<file path="config.mk">
export PLATFORM = sky130hd
export DESIGN_NAME = mem_bus_arbiter
export DESIGN_NICKNAME = d
export VERILOG_FILES = /design/src/rtl/mem_bus_arbiter.sv
export SDC_FILE = /design/constraint.sdc
export NUM_CORES = 1
export LEC_CHECK = 0
export ABC_AREA = 0
export CORE_ASPECT_RATIO = 0.5
export CORE_MARGIN = 8
export CORE_UTILIZATION = 45
export CTS_CLUSTER_DIAMETER = 120
export DETAILED_ROUTE_END_ITERATION = 6
export HOLD_SLACK_MARGIN = 0.05
export PLACE_DENSITY = 0.95
export SKIP_CTS_REPAIR_TIMING = 1
export SLEW_MARGIN = 20
export SYNTH_ARGS = -nofsm -noshare
export SYNTH_HDL_FRONTEND = slang
export SYNTH_SLANG_ARGS = --single-unit
</file>
<file path="constraint.sdc">
create_clock -name clk -period 3.5 [get_ports clk]
set_input_delay 0.35 -clock clk [delete_from_list [all_inputs] [get_ports clk]]
set_output_delay 0.35 -clock clk [all_outputs]
set_load 0.02 [all_outputs]
</file>
<file path="src/rtl/mem_bus_arbiter.sv">
`default_nettype none
// ============================================================================
// Module      : mem_bus_arbiter
// Description : Shares one external memory bus between instruction fetch and
//               data access, with data priority, starvation guard and timeout.
// Revision    : 1.0 - initial release
// ============================================================================
module mem_bus_arbiter #(
    parameter int STARVE_LIMIT = 4,
    parameter int TIMEOUT      = 255
) (
    input  logic        clk,
    input  logic        rst,
    input  logic        if_req,
    input  logic [31:0] if_addr,
    output logic        if_ready_n,
    output logic [31:0] if_rdata,
    input  logic        mem_req,
    input  logic        mem_write,
    input  logic [31:0] mem_addr,
    input  logic [1:0]  mem_size,
    input  logic [31:0] mem_wdata,
    output logic        mem_ready_n,
    output logic [31:0] mem_rdata,
    output logic        grant_if,
    output logic        grant_mem,
    output logic        bus_err,
    output logic [31:0] baddr,
    output logic [1:0]  bsize,
    output logic        breq,
    output logic        bwrite,
    output logic [31:0] bwdata,
    input  logic [31:0] brdata,
    input  logic        bready_n,
    input  logic        bbusy
);

    localparam int            SW           = $clog2(STARVE_LIMIT + 1);
    localparam logic [SW-1:0] C_STARVE_MAX = SW'(STARVE_LIMIT);
    localparam logic [7:0]    C_TMO_MAX    = 8'(TIMEOUT);

    typedef enum logic [2:0] {
        ST_IDLE     = 3'd0,
        ST_BUS_IF   = 3'd1,
        ST_BUS_MEM  = 3'd2,
        ST_RESP_IF  = 3'd3,
        ST_RESP_MEM = 3'd4
    } state_t;

    state_t      state_q, state_d;
    logic [SW-1:0] starve_cnt_q, starve_cnt_d;
    logic [7:0]  tmo_cnt_q, tmo_cnt_d;
    logic [7:0]  tmo_inc;
    logic        starve_full;

    logic        breq_q, breq_d;
    logic        bwrite_q, bwrite_d;
    logic [31:0] baddr_q, baddr_d;
    logic [1:0]  bsize_q, bsize_d;
    logic [31:0] bwdata_q, bwdata_d;
    logic        if_ready_n_q, if_ready_n_d;
    logic        mem_ready_n_q, mem_ready_n_d;
    logic [31:0] if_rdata_q, if_rdata_d;
    logic [31:0] mem_rdata_q, mem_rdata_d;
    logic        grant_if_q, grant_if_d;
    logic        grant_mem_q, grant_mem_d;
    logic        bus_err_q, bus_err_d;

    assign starve_full = (starve_cnt_q == C_STARVE_MAX);

    always_comb begin
        state_d       = state_q;
        starve_cnt_d  = starve_cnt_q;
        tmo_cnt_d     = tmo_cnt_q;
        tmo_inc       = tmo_cnt_q + 8'd1;
        breq_d        = breq_q;
        bwrite_d      = bwrite_q;
        baddr_d       = baddr_q;
        bsize_d       = bsize_q;
        bwdata_d      = bwdata_q;
        if_rdata_d    = if_rdata_q;
        mem_rdata_d   = mem_rdata_q;
        grant_if_d    = grant_if_q;
        grant_mem_d   = grant_mem_q;
        if_ready_n_d  = 1'b1;
        mem_ready_n_d = 1'b1;
        bus_err_d     = 1'b0;

        case (state_q)
            ST_IDLE: begin
                tmo_cnt_d = '0;
                if (!bbusy) begin
                    if (mem_req && !(if_req && starve_full)) begin
                        state_d     = ST_BUS_MEM;
                        breq_d      = 1'b1;
                        baddr_d     = mem_addr;
                        bsize_d     = mem_size;
                        bwrite_d    = mem_write;
                        bwdata_d    = mem_wdata;
                        grant_mem_d = 1'b1;
                        // Only grants that actually bypass a waiting fetch count toward starvation
                        if (!if_req) begin
                            starve_cnt_d = '0;
                        end else if (!starve_full) begin
                            starve_cnt_d = starve_cnt_q + 1'b1;
                        end
                    end else if (if_req) begin
                        state_d      = ST_BUS_IF;
                        breq_d       = 1'b1;
                        baddr_d      = if_addr;
                        bsize_d      = 2'b10;
                        bwrite_d     = 1'b0;
                        bwdata_d     = '0;
                        grant_if_d   = 1'b1;
                        starve_cnt_d = '0;
                    end
                end
            end

            ST_BUS_IF, ST_BUS_MEM: begin
                if (!bready_n || (tmo_inc == C_TMO_MAX)) begin
                    state_d   = (state_q == ST_BUS_MEM) ? ST_RESP_MEM : ST_RESP_IF;
                    breq_d    = 1'b0;
                    bwrite_d  = 1'b0;
                    bwdata_d  = '0;
                    tmo_cnt_d = '0;
                    if (state_q == ST_BUS_MEM) begin
                        mem_ready_n_d = 1'b0;
                    end else begin
                        if_ready_n_d = 1'b0;
                    end
                    // A real completion wins over a coincident timeout
                    if (!bready_n) begin
                        if (state_q == ST_BUS_IF) begin
                            if_rdata_d = brdata;
                        end else if (!bwrite_q) begin
                            mem_rdata_d = brdata;
                        end
                    end else begin
                        bus_err_d = 1'b1;
                    end
                end else begin
                    tmo_cnt_d = tmo_inc;
                end
            end

            ST_RESP_IF, ST_RESP_MEM: begin
                state_d     = ST_IDLE;
                grant_if_d  = 1'b0;
                grant_mem_d = 1'b0;
            end

            default: begin
                state_d     = ST_IDLE;
                breq_d      = 1'b0;
                grant_if_d  = 1'b0;
                grant_mem_d = 1'b0;
            end
        endcase
    end

    always_ff @(posedge clk or negedge rst) begin
        if (!rst) begin
            state_q       <= ST_IDLE;
            starve_cnt_q  <= '0;
            tmo_cnt_q     <= '0;
            breq_q        <= 1'b0;
            bwrite_q      <= 1'b0;
            baddr_q       <= '0;
            bsize_q       <= '0;
            bwdata_q      <= '0;
            if_ready_n_q  <= 1'b1;
            mem_ready_n_q <= 1'b1;
            if_rdata_q    <= '0;
            mem_rdata_q   <= '0;
            grant_if_q    <= 1'b0;
            grant_mem_q   <= 1'b0;
            bus_err_q     <= 1'b0;
        end else begin
            state_q       <= state_d;
            starve_cnt_q  <= starve_cnt_d;
            tmo_cnt_q     <= tmo_cnt_d;
            breq_q        <= breq_d;
            bwrite_q      <= bwrite_d;
            baddr_q       <= baddr_d;
            bsize_q       <= bsize_d;
            bwdata_q      <= bwdata_d;
            if_ready_n_q  <= if_ready_n_d;
            mem_ready_n_q <= mem_ready_n_d;
            if_rdata_q    <= if_rdata_d;
            mem_rdata_q   <= mem_rdata_d;
            grant_if_q    <= grant_if_d;
            grant_mem_q   <= grant_mem_d;
            bus_err_q     <= bus_err_d;
        end
    end

    assign breq        = breq_q;
    assign bwrite      = bwrite_q;
    assign baddr       = baddr_q;
    assign bsize       = bsize_q;
    assign bwdata      = bwdata_q;
    assign if_ready_n  = if_ready_n_q;
    assign mem_ready_n = mem_ready_n_q;
    assign if_rdata    = if_rdata_q;
    assign mem_rdata   = mem_rdata_q;
    assign grant_if    = grant_if_q;
    assign grant_mem   = grant_mem_q;
    assign bus_err     = bus_err_q;

endmodule
`default_nettype wire

</file>
Yosys cells after proc, flatten, opt, wreduce, memory -nomap -nowiden

Cells that the tools add are included.

Output and inout port bits: 137
Logic and storage cells: 100
Register bits: 151

Add/subtract/negate cells: 2
Mux-type cells: 45
Eq/ne operators: 13
Reduce and logical (&&, ||, !) cells: 19
Bitwise operators: 6

Operators with widths:

| cell                                          | number |
|---|---|
| two-way mux 32 bit                            | 6 |
| case mux 32 bit (2 select lines)              | 1 |
| two-way mux 3 bit                             | 9 |
| two-way mux 1 bit                             | 20 |
| AND reduction 4 bit                           | 5 |
| case mux 8 bit (2 select lines)               | 1 |
| inequality test 2 bit, second input constant  | 5 |
| AND reduction 3 bit                           | 3 |
| adder 8 x 1 -> 8 bit, second input constant   | 1 |
| == test 8 bit, second input constant          | 1 |
| two-way mux 8 bit                             | 1 |
| == test 3 x 2 -> 1 bit, second input constant | 2 |
| == test 3 bit, second input constant          | 2 |
| inequality test 3 bit, second input constant  | 2 |
| inverter 1 bit                                | 6 |
| case mux 1 bit (2 select lines)               | 3 |
| case mux 3 bit (2 select lines)               | 1 |
| AND reduction 5 bit                           | 1 |
| two-way mux 2 bit                             | 2 |
| nonzero test 2 bit                            | 2 |
| OR reduction 2 bit                            | 2 |
| adder 3 x 1 -> 3 bit, second input constant   | 1 |
| == test 3 x 1 -> 1 bit, second input constant | 1 |
| zero test 3 bit                               | 1 |
| 4 further kinds                               | 6 |

Longest topological paths before layout

Gate-level depths: netlist (run 1).

Depth after elaboration: 7
Gate-level depth with buffers: 8
Depth with buffers taken out: 7

Least setup slack after synthesis (run 1)

OpenSTA, ideal clock, no wires.

Kind: register to register
Start: reg tmo_cnt_q[0]
End: reg bwdata_q[11] (netlist: bwdata[11])
Slack: 1.786 ns
Stages on the path, launching flop included: 8
Data arrival time: 1.593 ns
Buffers on the path: 1
Period minus slack after synthesis: 1.714 ns
Cells stage by stage: dfrtp_1 > ha_1 > xor2_1 > nand4_1 > o21ai_2 > a21oi_2 > buf_2 > a22o_1

Word-level cells in the longest chain between the ends: 5

Ends and longest elaborated chain:

| item                                   | line | text |
|---|---|---|
| from (decl)                            | 52   | `logic [7:0] tmo_cnt_q, tmo_cnt_d;` |
| from (signal assigned)                 | 182  | `tmo_cnt_q <= tmo_cnt_d;` |
| adder 8 x 1 -> 8 bit                   | 75   | `tmo_inc = tmo_cnt_q + 8'd1;` |
| == test 8 bit                          | 121  | `if (!bready_n \|\| (tmo_inc == C_TMO_MAX)) begin` |
| logical OR 1 bit                       | 121  |  |
| inequality test 2 bit (no source line) | -    |  |
| AND reduction 4 bit (no source line)   | -    |  |
| to (signal assigned)                   | 187  | `bwdata_q <= bwdata_d;` |
| to (decl)                              | 60   | `logic [31:0] bwdata_q, bwdata_d;` |

Every way passes these cells.
A chain may end at the register's enable or synchronous reset.

Worst setup path after layout (run 1)

Start: reg starve_cnt_q[0]
End: reg bwdata_q[21] (netlist: bwdata[21])

Word-level cells in the longest chain between the ends: 7

Ends and longest elaborated chain:

| item                             | line | text |
|---|---|---|
| from (decl)                      | 51   | `logic [SW-1:0] starve_cnt_q, starve_cnt_d;` |
| from (signal assigned)           | 181  | `starve_cnt_q <= starve_cnt_d;` |
| == test 3 bit *                  | 69   | `assign starve_full = (starve_cnt_q == C_STARVE_MAX);` |
| logical AND 1 bit *              | 93   | `if (mem_req && !(if_req && starve_full)) begin` |
| zero test 1 bit *                | 93   |  |
| logical AND 1 bit *              | 93   |  |
| two-way mux 32 bit               | 93   |  |
| two-way mux 32 bit               | 92   | `if (!bbusy) begin` |
| case mux 32 bit (2 select lines) | 89   | `case (state_q)` |

Every way passes the cells marked *; elsewhere a longest branch is shown, timed or not. The select of a mux whose other input is x is not followed.

==> flow_metrics.tcl, run 1 <==
set metrics [dict create \
    via_count 5064 \
    cp.required_ns 3.84 \
    die_y_um 98.6 \
    die_area_sq_um 17900 \
    pre_cts_slack_ns 1.13 \
    outcome "finished, violations left" \
    track_usage 0.214 \
    slew_headroom 0.478 \
    viasPerCell 5.30 \
    antenna_found_initial 0 \
    final_cell_area_sq_um 9560 \
    synth_fp_nets 643 \
    ys_seq_elements 151 \
    io_pins 274 \
    crit_buf_inv 1 \
    critPathArrivalTime_ns 2.48 \
    slowest_delay_ns 0.58 \
    clk_pin_slew_worst_paths_ns 0.06 \
    syn_area_sq_um 6150 \
    synth_top_area_share 0.607 \
    n_fill_cell 876 \
    grt-ovfl-total 0 \
    cts.path.max_buffers 2 \
    grt_setup_unrepaired "false" \
    start_util 0.457 \
    core-area_sq_um 13400 \
    drt_iter0_markers 415 \
    grt_pass1_wl_mm 30.2 \
    worst_setup_path_start_kind "flop" \
    fin_util 0.711 \
    cellPowerDensity_nw_per_um2 967 \
    wire_per_inst_um 20.5 \
    setup_tns_ns 0 \
    drv_cap 0 \
    port_buffers 273 \
    num_antenna_cells 0 \
    ys_top_cells_by_count "dfrtp_1, nand2_1, mux2_2, nor2_1" \
    gp_congestion 0.813 \
    ys_seq_area_frac 0.615 \
    postSynthCellCount 502 \
    cts-buffers-inserted 17 \
    drc 0 \
    drive_gt1_frac 0.146 \
    synth_area_leaders "dfrtp_1, mux2_2, a22o_1, nand2_1, a31oi_1" \
    synth_cell_type_count 42 \
    rows 30 \
    finalCriticalPeriod_ns 2.14 \
    cpMaxStageDelayCell "nor2_8" \
    area_growth_pct 55.6 \
    setup_viol 0 \
    worst_slew_pin_slew_ns 0.780 \
    setup_ws_ns 1.36 \
    whs_ns -0.00580 \
    ir_drop_mv 0.442 \
    cts_tree "built" \
    clkLatencyLatePin_ns 0.41 \
    nets 909 \
    hp-class "in -> async" \
    end_kind "flop" \
    avgSynthCellArea_sq_um 12.2 \
    grt_pass1_vias 5428 \
    first_pass_iters 6 \
    cts_root_buf "clkbuf_16" \
    dpl.hpwl_mm 14.1 \
    crit_type "reg -> reg" \
    fin_skew_ns 0.0111 \
    yosysWarningCount 0 \
    synth_enable_flop_cells 0 \
    p_leak_nw 4.08 \
    htreeDepth 4 \
    grt_max_degree 84 \
    finalHoldViolations 10 \
    critical-path-top-delay-family "simple AND/OR/NAND/NOR gates" \
    timing.fmax_ghz 0.467 \
    clock_sinks 151 \
    async_reset_ff_frac 1.00 \
    placed_cell_area_sq_um 8960 \
    period_share 0.612 \
    die_w_um 181 \
    netlist.top_cell.by_area "dfrtp_1" \
    cp_cell_sequence "inv_1 -> ha_1 -> nand3_1 -> nand2_2 -> nor2_8 -> a22o_1" \
    violations "hold timing" \
    synth_most_common_cell "dfrtp_1" \
    synth-main-ff-cell "dfrtp_1" \
    slew_violations 0 \
    routed_wirelength_mm 19.6 \
    crit_fanout 36 \
    ant_nets 0 \
]
## flip-flops by register name (all words and copies together), names as in the netlist
name	count
baddr	32
if_ready_n	1
grant_if	1
bwdata	32
grant_mem	1
state_q	3
if_rdata	32
mem_ready_n	1
bsize	2
mem_rdata	32
bwrite	1
starve_cnt_q	3
tmo_cnt_q	8
bus_err	1
breq	1
## path summary, 6_finish.rpt
path | startpoint | to | slack, ns | depth (start not counted)
max in group asynchronous | rst | mem_ready_n | 2.63 | 2
max reg2reg | starve_cnt_q[0] | bwdata[21] | 1.36 | 6
max | starve_cnt_q[0] | bwdata[21] | 1.36 | 6
min reg2reg | bwdata[6] | bwdata[6] | 0.50 | 1
min | rst | bwdata[18] | -0.006 | 1
min in group clk | mem_addr[23] | baddr[23] | 0.49 | 3
## area by class of cell
type / instances / area (sq um) / area share
flip-flops and latches: 151 / 3780 / 0.395
repair buffers: 279 / 2790 / 0.292
multi-input cells: 315 / 2160 / 0.226
clock buffers: 19 / 443 / 0.0463
well taps: 176 / 220 / 0.0230
clock inverters: 12 / 153 / 0.0160
inverters: 4 / 15.0 / 0.00157
## worst register-to-register path, cell delays in order (launching register included)
cell and delay [ns]:
dfrtp_1 0.37, inv_1 0.09, ha_1 0.21, nand3_1 0.11, nand2_2 0.45, nor2_8 0.59, a22o_1 0.25
## where the power goes
part	switching, W	internal, W	total (W)
logic	0.00221	0.00213	0.00434
clock network	0.000711	0.00114	0.00185
registers	0.000505	0.00255	0.00306
total	0.00343	0.00582	0.00925
## cell families after synthesis
kind of cell             after synthesis  synth area share
multiplexers                          65             0.119
adder cells (fa/ha/maj)                4           0.00814
buffers and inverters                 36            0.0342
flip-flops                           151             0.615
XOR/XNOR                               3           0.00550
AO/OA/AOI/OAI                         95             0.114
AND/OR/NAND/NOR                      148             0.104
## placed cells by master (no fill, tap or decap), types with 2 or more instances in the layout
master	instances
inv_1	4
nor2_2	2
and3_1	3
bufinv_16	3
a21oi_1	3
dfrtp_1	149
nand4_1	2
nand3_1	6
dfstp_2	2
clkinv_2	3
nor2_1	46
ha_1	4
mux2_2	64
clkbuf_16	17
a22o_1	34
clkinvlp_4	4
nor3_1	6
a211o_1	3
o2bb2ai_1	3
nand2b_1	2
clkdlybuf4s50_1	272
nand2_1	75
o21ai_0	9
a31oi_1	34
a21o_1	2
buf_4	5
## per-stage QoR
| step | power [W] | instances |
|---|---|---|
| 6_report | 0.00925 | 956 |
| 5_1_grt | 0.00966 | 956 |
| 4_1_cts | 0.00932 | 956 |
| 3_5_place_dp | 0.00742 | 925 |
| 3_3_place_gp | 0.00724 | 925 |
| 2_1_floorplan | 0.00524 | 502 |
## per-layer routing
| layer | share of wire | routed length, um | global-route usage | up-vias |
|---|---|---|---|---|
| met2 | 0.55 | 10800 | 0.402 | 182 |
| met4 | 0.041 | 803 | 0.0983 | 0 |
| met5 | 0 | 0 | 0 | - |
| li1 | - | - | - | 2297 |
| met1 | 0.37 | 7220 | 0.227 | 2533 |
| met3 | 0.044 | 869 | 0.0477 | 52 |
Power figures use the tool's default switching activity.
==> run 2, diff against run 1 <==
--- a/config.mk
+++ b/config.mk
@@ -8,11 +8,11 @@
 export ABC_AREA = 0
 export CORE_ASPECT_RATIO = 0.5
 export CORE_MARGIN = 8
-export CORE_UTILIZATION = 45
+export CORE_UTILIZATION = 38
 export CTS_CLUSTER_DIAMETER = 120
 export DETAILED_ROUTE_END_ITERATION = 6
 export HOLD_SLACK_MARGIN = 0.05
-export PLACE_DENSITY = 0.95
+export PLACE_DENSITY = 0.88
 export SKIP_CTS_REPAIR_TIMING = 1
 export SLEW_MARGIN = 20
 export SYNTH_ARGS = -nofsm -noshare
==> constraint.sdc (replaced) <==
create_clock -name clk -period 1.7 [get_ports clk]
set_input_delay 0.17 -clock clk [delete_from_list [all_inputs] [get_ports clk]]
set_output_delay 0.17 -clock clk [all_outputs]
set_load 0.02 [all_outputs]
==> flow_metrics.tcl, run 2 (same netlist as run 1, synthesis figures left out) <==
set metrics [dict create \
    grt_setup_unrepaired "true" \
    drc 0 \
    dr.max_layer_used "met4" \
    mostFrequentLayoutCell "clkdlybuf4s50_1" \
    cellPowerDensity_nw_per_um2 1960 \
    grt-ovfl-total 0 \
    clkLatencyLatePin_ns 0.41 \
    rows 33 \
    num_antenna_cells 0 \
    viasPerCell 4.94 \
    grt_pass1_vias 5241 \
    p_leak_nw 4.34 \
    via_count 5066 \
    antenna_found_initial 0 \
    cp.required_ns 1.99 \
    violations "setup timing" \
    finalPower_w 0.0197 \
    clk_pin_slew_worst_paths_ns 0.06 \
    n_fill_cell 1238 \
    crit_buf_inv 1 \
    ant_nets 0 \
    area_growth_pct 63.8 \
    critPathArrivalTime_ns 2.08 \
    fin_skew_ns 0.00987 \
    setup_ws_ns -0.0921 \
    finalHoldViolations 0 \
    cp_cell_sequence "ha_2 -> xor2_1 -> nand4_1 -> o211ai_2 -> buf_6 -> nor3_2 -> a211o_1" \
    worst_setup_path_start_kind "flop" \
    routed_wirelength_mm 20.3 \
    finalCriticalPeriod_ns 1.79 \
    setup_viol 41 \
    timing.fmax_ghz 0.558 \
    start_util 0.382 \
    drv_cap 0 \
    slew_violations 0 \
    grt_max_degree 70 \
    core-area_sq_um 16100 \
    wl_met2_mm 9.25 \
    met1_length_mm 8.72 \
    ir_drop_mv 0.982 \
    crit_type "reg -> reg" \
    htreeDepth 4 \
    wire_per_inst_um 19.8 \
    setup_tns_ns -1.60 \
    track_usage 0.187 \
    clock_sinks 151 \
    final_cell_mix "clkdlybuf4s50_1, dfrtp_1, nand2_1" \
    whs_ns 0.274 \
    nets 944 \
    drive_gt1_frac 0.188 \
    cts_tree "built" \
    hp-class "in -> async" \
    dpl.hpwl_mm 15.3 \
    die_y_um 106 \
    worst_slew_pin_slew_ns 0.420 \
    slew_headroom 0.720 \
    period_share 1.05 \
    die_w_um 196 \
    outcome "finished, violations left" \
    critical-path-top-delay-family "compound AO/OA/AOI/OAI gates" \
    slowest_delay_ns 0.38 \
    drt_iter0_markers 219 \
    cts-buffers-inserted 17 \
    cpMaxStageDelayCell "dfrtp_1" \
    io_pins 274 \
    pre_cts_slack_ns -0.190 \
    port_buffers 273 \
    wl_met3_mm 2.17 \
    gp_congestion 0.789 \
    die_area_sq_um 20700 \
    cts_root_buf "clkbuf_16" \
    cts.path.max_buffers 2 \
    first_pass_iters 4 \
    end_kind "flop" \
    grt_pass1_wl_mm 30.5 \
    crit_fanout 5 \
]
==> run 2: where the power goes <==
group | switching [W] | internal [W] | total [W]
sequential | 0.000950 | 0.00526 | 0.00621
clock | 0.00150 | 0.00250 | 0.00400
combinational | 0.00473 | 0.00482 | 0.00954
==> run 2: cell type report <==
cell class                      instances  area [sq um]  area share
Clock inverter                         12           176      0.0175
Timing Repair Buffer                  314          3200       0.318
Multi-Input combinational cell        315          2180       0.217
Sequential cell                       151          3780       0.376
Inverter                                4          15.0     0.00149
Tap cell                              210           263      0.0261
Clock buffer                           20           447      0.0444
==> run 2: per-stage QoR <==
step,cells,area (sq um),util
after detailed placement,986,9350,0.580
after global routing,1026,10100,0.625
after floorplan,502,6150,-
after CTS,1018,9970,0.619
final,1026,10100,0.625
after global placement,986,9350,0.580
==> run 2: final timing paths <==
kind	depth (start not counted)	to	from	slack (ns)
min reg2reg	1	bwdata[5]	bwdata[5]	0.50
min	2	mem_rdata[25]	rst	0.27
min in group clk	3	baddr[19]	if_addr[19]	0.32
max reg2reg	7	tmo_cnt_q[5]	tmo_cnt_q[1]	-0.09
max	7	tmo_cnt_q[5]	tmo_cnt_q[1]	-0.09
max in group asynchronous	3	if_ready_n	rst	0.83
==> run 2: routing by layer <==
| metal | vias up | GRT usage |
|---|---|---|
| li1 | 2365 | - |
| met1 | 2472 | 0.233 |
| met2 | 219 | 0.295 |
| met3 | 10 | 0.0930 |
| met4 | 0 | 0.0371 |
| met5 | - | 0 |
==> run 2: worst reg2reg max path, delay by kind of cell (launching register included) <==
kind / cells / cell delay (ns)
flip-flops: 1 / 0.38
buffers and inverters: 1 / 0.16
AND/OR/NAND/NOR: 2 / 0.25
AO/OA/AOI/OAI: 2 / 0.57
XOR/XNOR: 1 / 0.13
adder cells (fa/ha/maj): 1 / 0.19
==> run 3, diff against run 2 <==
--- a/config.mk
+++ b/config.mk
@@ -7,11 +7,12 @@
 export LEC_CHECK = 0
 export ABC_AREA = 0
 export CORE_ASPECT_RATIO = 0.5
-export CORE_MARGIN = 8
+export CORE_MARGIN = 2
 export CORE_UTILIZATION = 38
 export CTS_CLUSTER_DIAMETER = 120
 export DETAILED_ROUTE_END_ITERATION = 6
 export HOLD_SLACK_MARGIN = 0.05
+export MAX_ROUTING_LAYER = met4
 export PLACE_DENSITY = 0.88
 export SKIP_CTS_REPAIR_TIMING = 1
 export SLEW_MARGIN = 20
==> flow_metrics.tcl, run 3 (same netlist as run 1, synthesis figures left out) <==
set metrics [dict create \
    first_pass_iters 5 \
    reg2reg_slack_ns -0.16 \
    wire_per_inst_um 19.5 \
    wl_met2_mm 10.5 \
    grt_pass1_vias 5467 \
    final_cell_area_sq_um 9990 \
    finalPower_w 0.0195 \
    regToRegStartpoint "tmo_cnt_q[0]" \
    worst_slew_pin_slew_ns 0.428 \
    die_area_sq_um 17300 \
    reg2reg_depth 8 \
    dr.max_layer_used "met4" \
    multi_input_area_sq_um 2180 \
    cts_root_buf "clkbuf_16" \
    end_kind "flop" \
    regArea_sq_um 3780 \
    period_share 1.10 \
    crit_fanout 5 \
    critPathArrivalTime_ns 2.16 \
    drc 0 \
    nets 944 \
    fin_skew_ns 0.0131 \
    start_util 0.394 \
    critical-path-top-delay-family "compound AO/OA/AOI/OAI gates" \
    finalCriticalPeriod_ns 1.86 \
    wl_met3_um 788 \
    outcome "finished, violations left" \
    drt_iter0_markers 298 \
    dpl.hpwl_mm 13.9 \
    clkLatencyLatePin_ns 0.42 \
    die_w_um 184 \
    antenna_found_initial 0 \
    drv_cap 0 \
    grt_max_degree 57 \
    num_antenna_cells 0 \
    n_fill_cell 1113 \
    worst_setup_path_start_kind "flop" \
    violations "setup timing" \
    gp_congestion 0.868 \
    ir_drop_mv 1.14 \
    via_count 5238 \
    p_leak_nw 4.30 \
    crit_type "reg -> reg" \
    htreeDepth 4 \
    track_usage 0.230 \
    setup_ws_ns -0.165 \
    hp-class "in -> async" \
    viasPerCell 5.14 \
    core-area_sq_um 15600 \
    reg2reg_to "tmo_cnt_q[4]" \
    met1_length_mm 7.57 \
    area_growth_pct 62.6 \
    io_pins 274 \
    slew_violations 0 \
    cts-buffers-inserted 17 \
    cts.path.max_buffers 2 \
    ant_nets 0 \
    cp_cell_sequence "buf_6 -> inv_2 -> ha_2 -> nand4_1 -> o211ai_2 -> buf_6 -> nor3_1 -> a211o_1" \
    placed_cell_area_sq_um 9320 \
    finalHoldViolations 0 \
    grt_pass1_wl_mm 29.1 \
    slew_headroom 0.715 \
    cellPowerDensity_nw_per_um2 1950 \
    port_buffers 273 \
    cts_tree "built" \
    crit_top_cell "buf_6" \
    final_cell_mix "clkdlybuf4s50_1, dfrtp_1, nand2_1" \
    cpMaxStageDelayCell "dfrtp_1" \
    rows 32 \
    clk_pin_slew_worst_paths_ns 0.07 \
    cp.required_ns 2.00 \
    grt_setup_unrepaired "true" \
    timing.fmax_ghz 0.536 \
    setup_viol 43 \
    grt-ovfl-total 0 \
    clock_sinks 151 \
    die_y_um 93.9 \
    slowest_delay_ns 0.39 \
    drive_gt1_frac 0.197 \
    routed_wirelength_mm 19.9 \
    mostFrequentLayoutCell "clkdlybuf4s50_1" \
    crit_buf_inv 3 \
]
[run 3: changes by cell type in the layout (fill, tap and decap cells not counted), sizes merged]
cell           delta
dlymetal6s2s      -1
clkdlybuf4s50     +1
clkbuf            -1
bufinv            -4
clkinv            +1
inv               +6
clkinvlp          -2
[run 3: power by group]
group / internal (W) / total, W / switching (W)
Combinational: 0.00480 / 0.00959 / 0.00480
Clock: 0.00199 / 0.00361 / 0.00162
Sequential: 0.00526 / 0.00628 / 0.00102
Total: 0.0120 / 0.0195 / 0.00743
[run 3: final cells by class]
class	count	area share
Clock buffer	19	0.0453
Inverter	4	0.00150
Clock inverter	13	0.0113
Timing Repair Buffer	314	0.320
Tap cell	204	0.0255
Sequential cell	151	0.379
Multi-Input combinational cell	315	0.218
[run 3: metal layers]
metal / vias up / global-route usage
met2: 159 / 0.398
met3: 71 / 0.0419
met1: 2624 / 0.253
met5: - / -
met4: 0 / 0.137
li1: 2384 / -
[run 3: metrics by stage]
stage / setup TNS, ns / instances / utilization / hold slack (ns) / worst slack, ns
final: -5.12 / 1020 / 0.640 / 0.246 / -0.165
after global routing: -9.86 / 1020 / 0.640 / 0.299 / -0.279
after CTS: -4.65 / 1013 / 0.633 / -0.319 / -0.145
after detailed placement: -10.89 / 981 / 0.597 / 0.126 / -0.194
after global placement: -6.92 / 981 / 0.597 / 0.117 / -0.121
after floorplan: 0 / 502 / - / -0.126 / 0.000189
[run 3: worst max path at each step]
stage	start	endpoint	depth (start not counted)
detailed placement	mem_req	bwdata[10]	7
floorplan	state_q[1]	if_rdata[0]	6
global route	tmo_cnt_q[0]	tmo_cnt_q[5]	8
global placement	mem_req	bwdata[16]	7
CTS	tmo_cnt_q[0]	tmo_cnt_q[4]	7
finish	tmo_cnt_q[0]	tmo_cnt_q[4]	8
[run 3: worst register-to-register path, cell delays in order (launching register included)]
cell and delay, ns:
dfrtp_1 0.39, buf_6 0.13, inv_2 0.05, ha_2 0.17
nand4_1 0.21, o211ai_2 0.31, buf_6 0.16, nor3_1 0.05
a211o_1 0.26
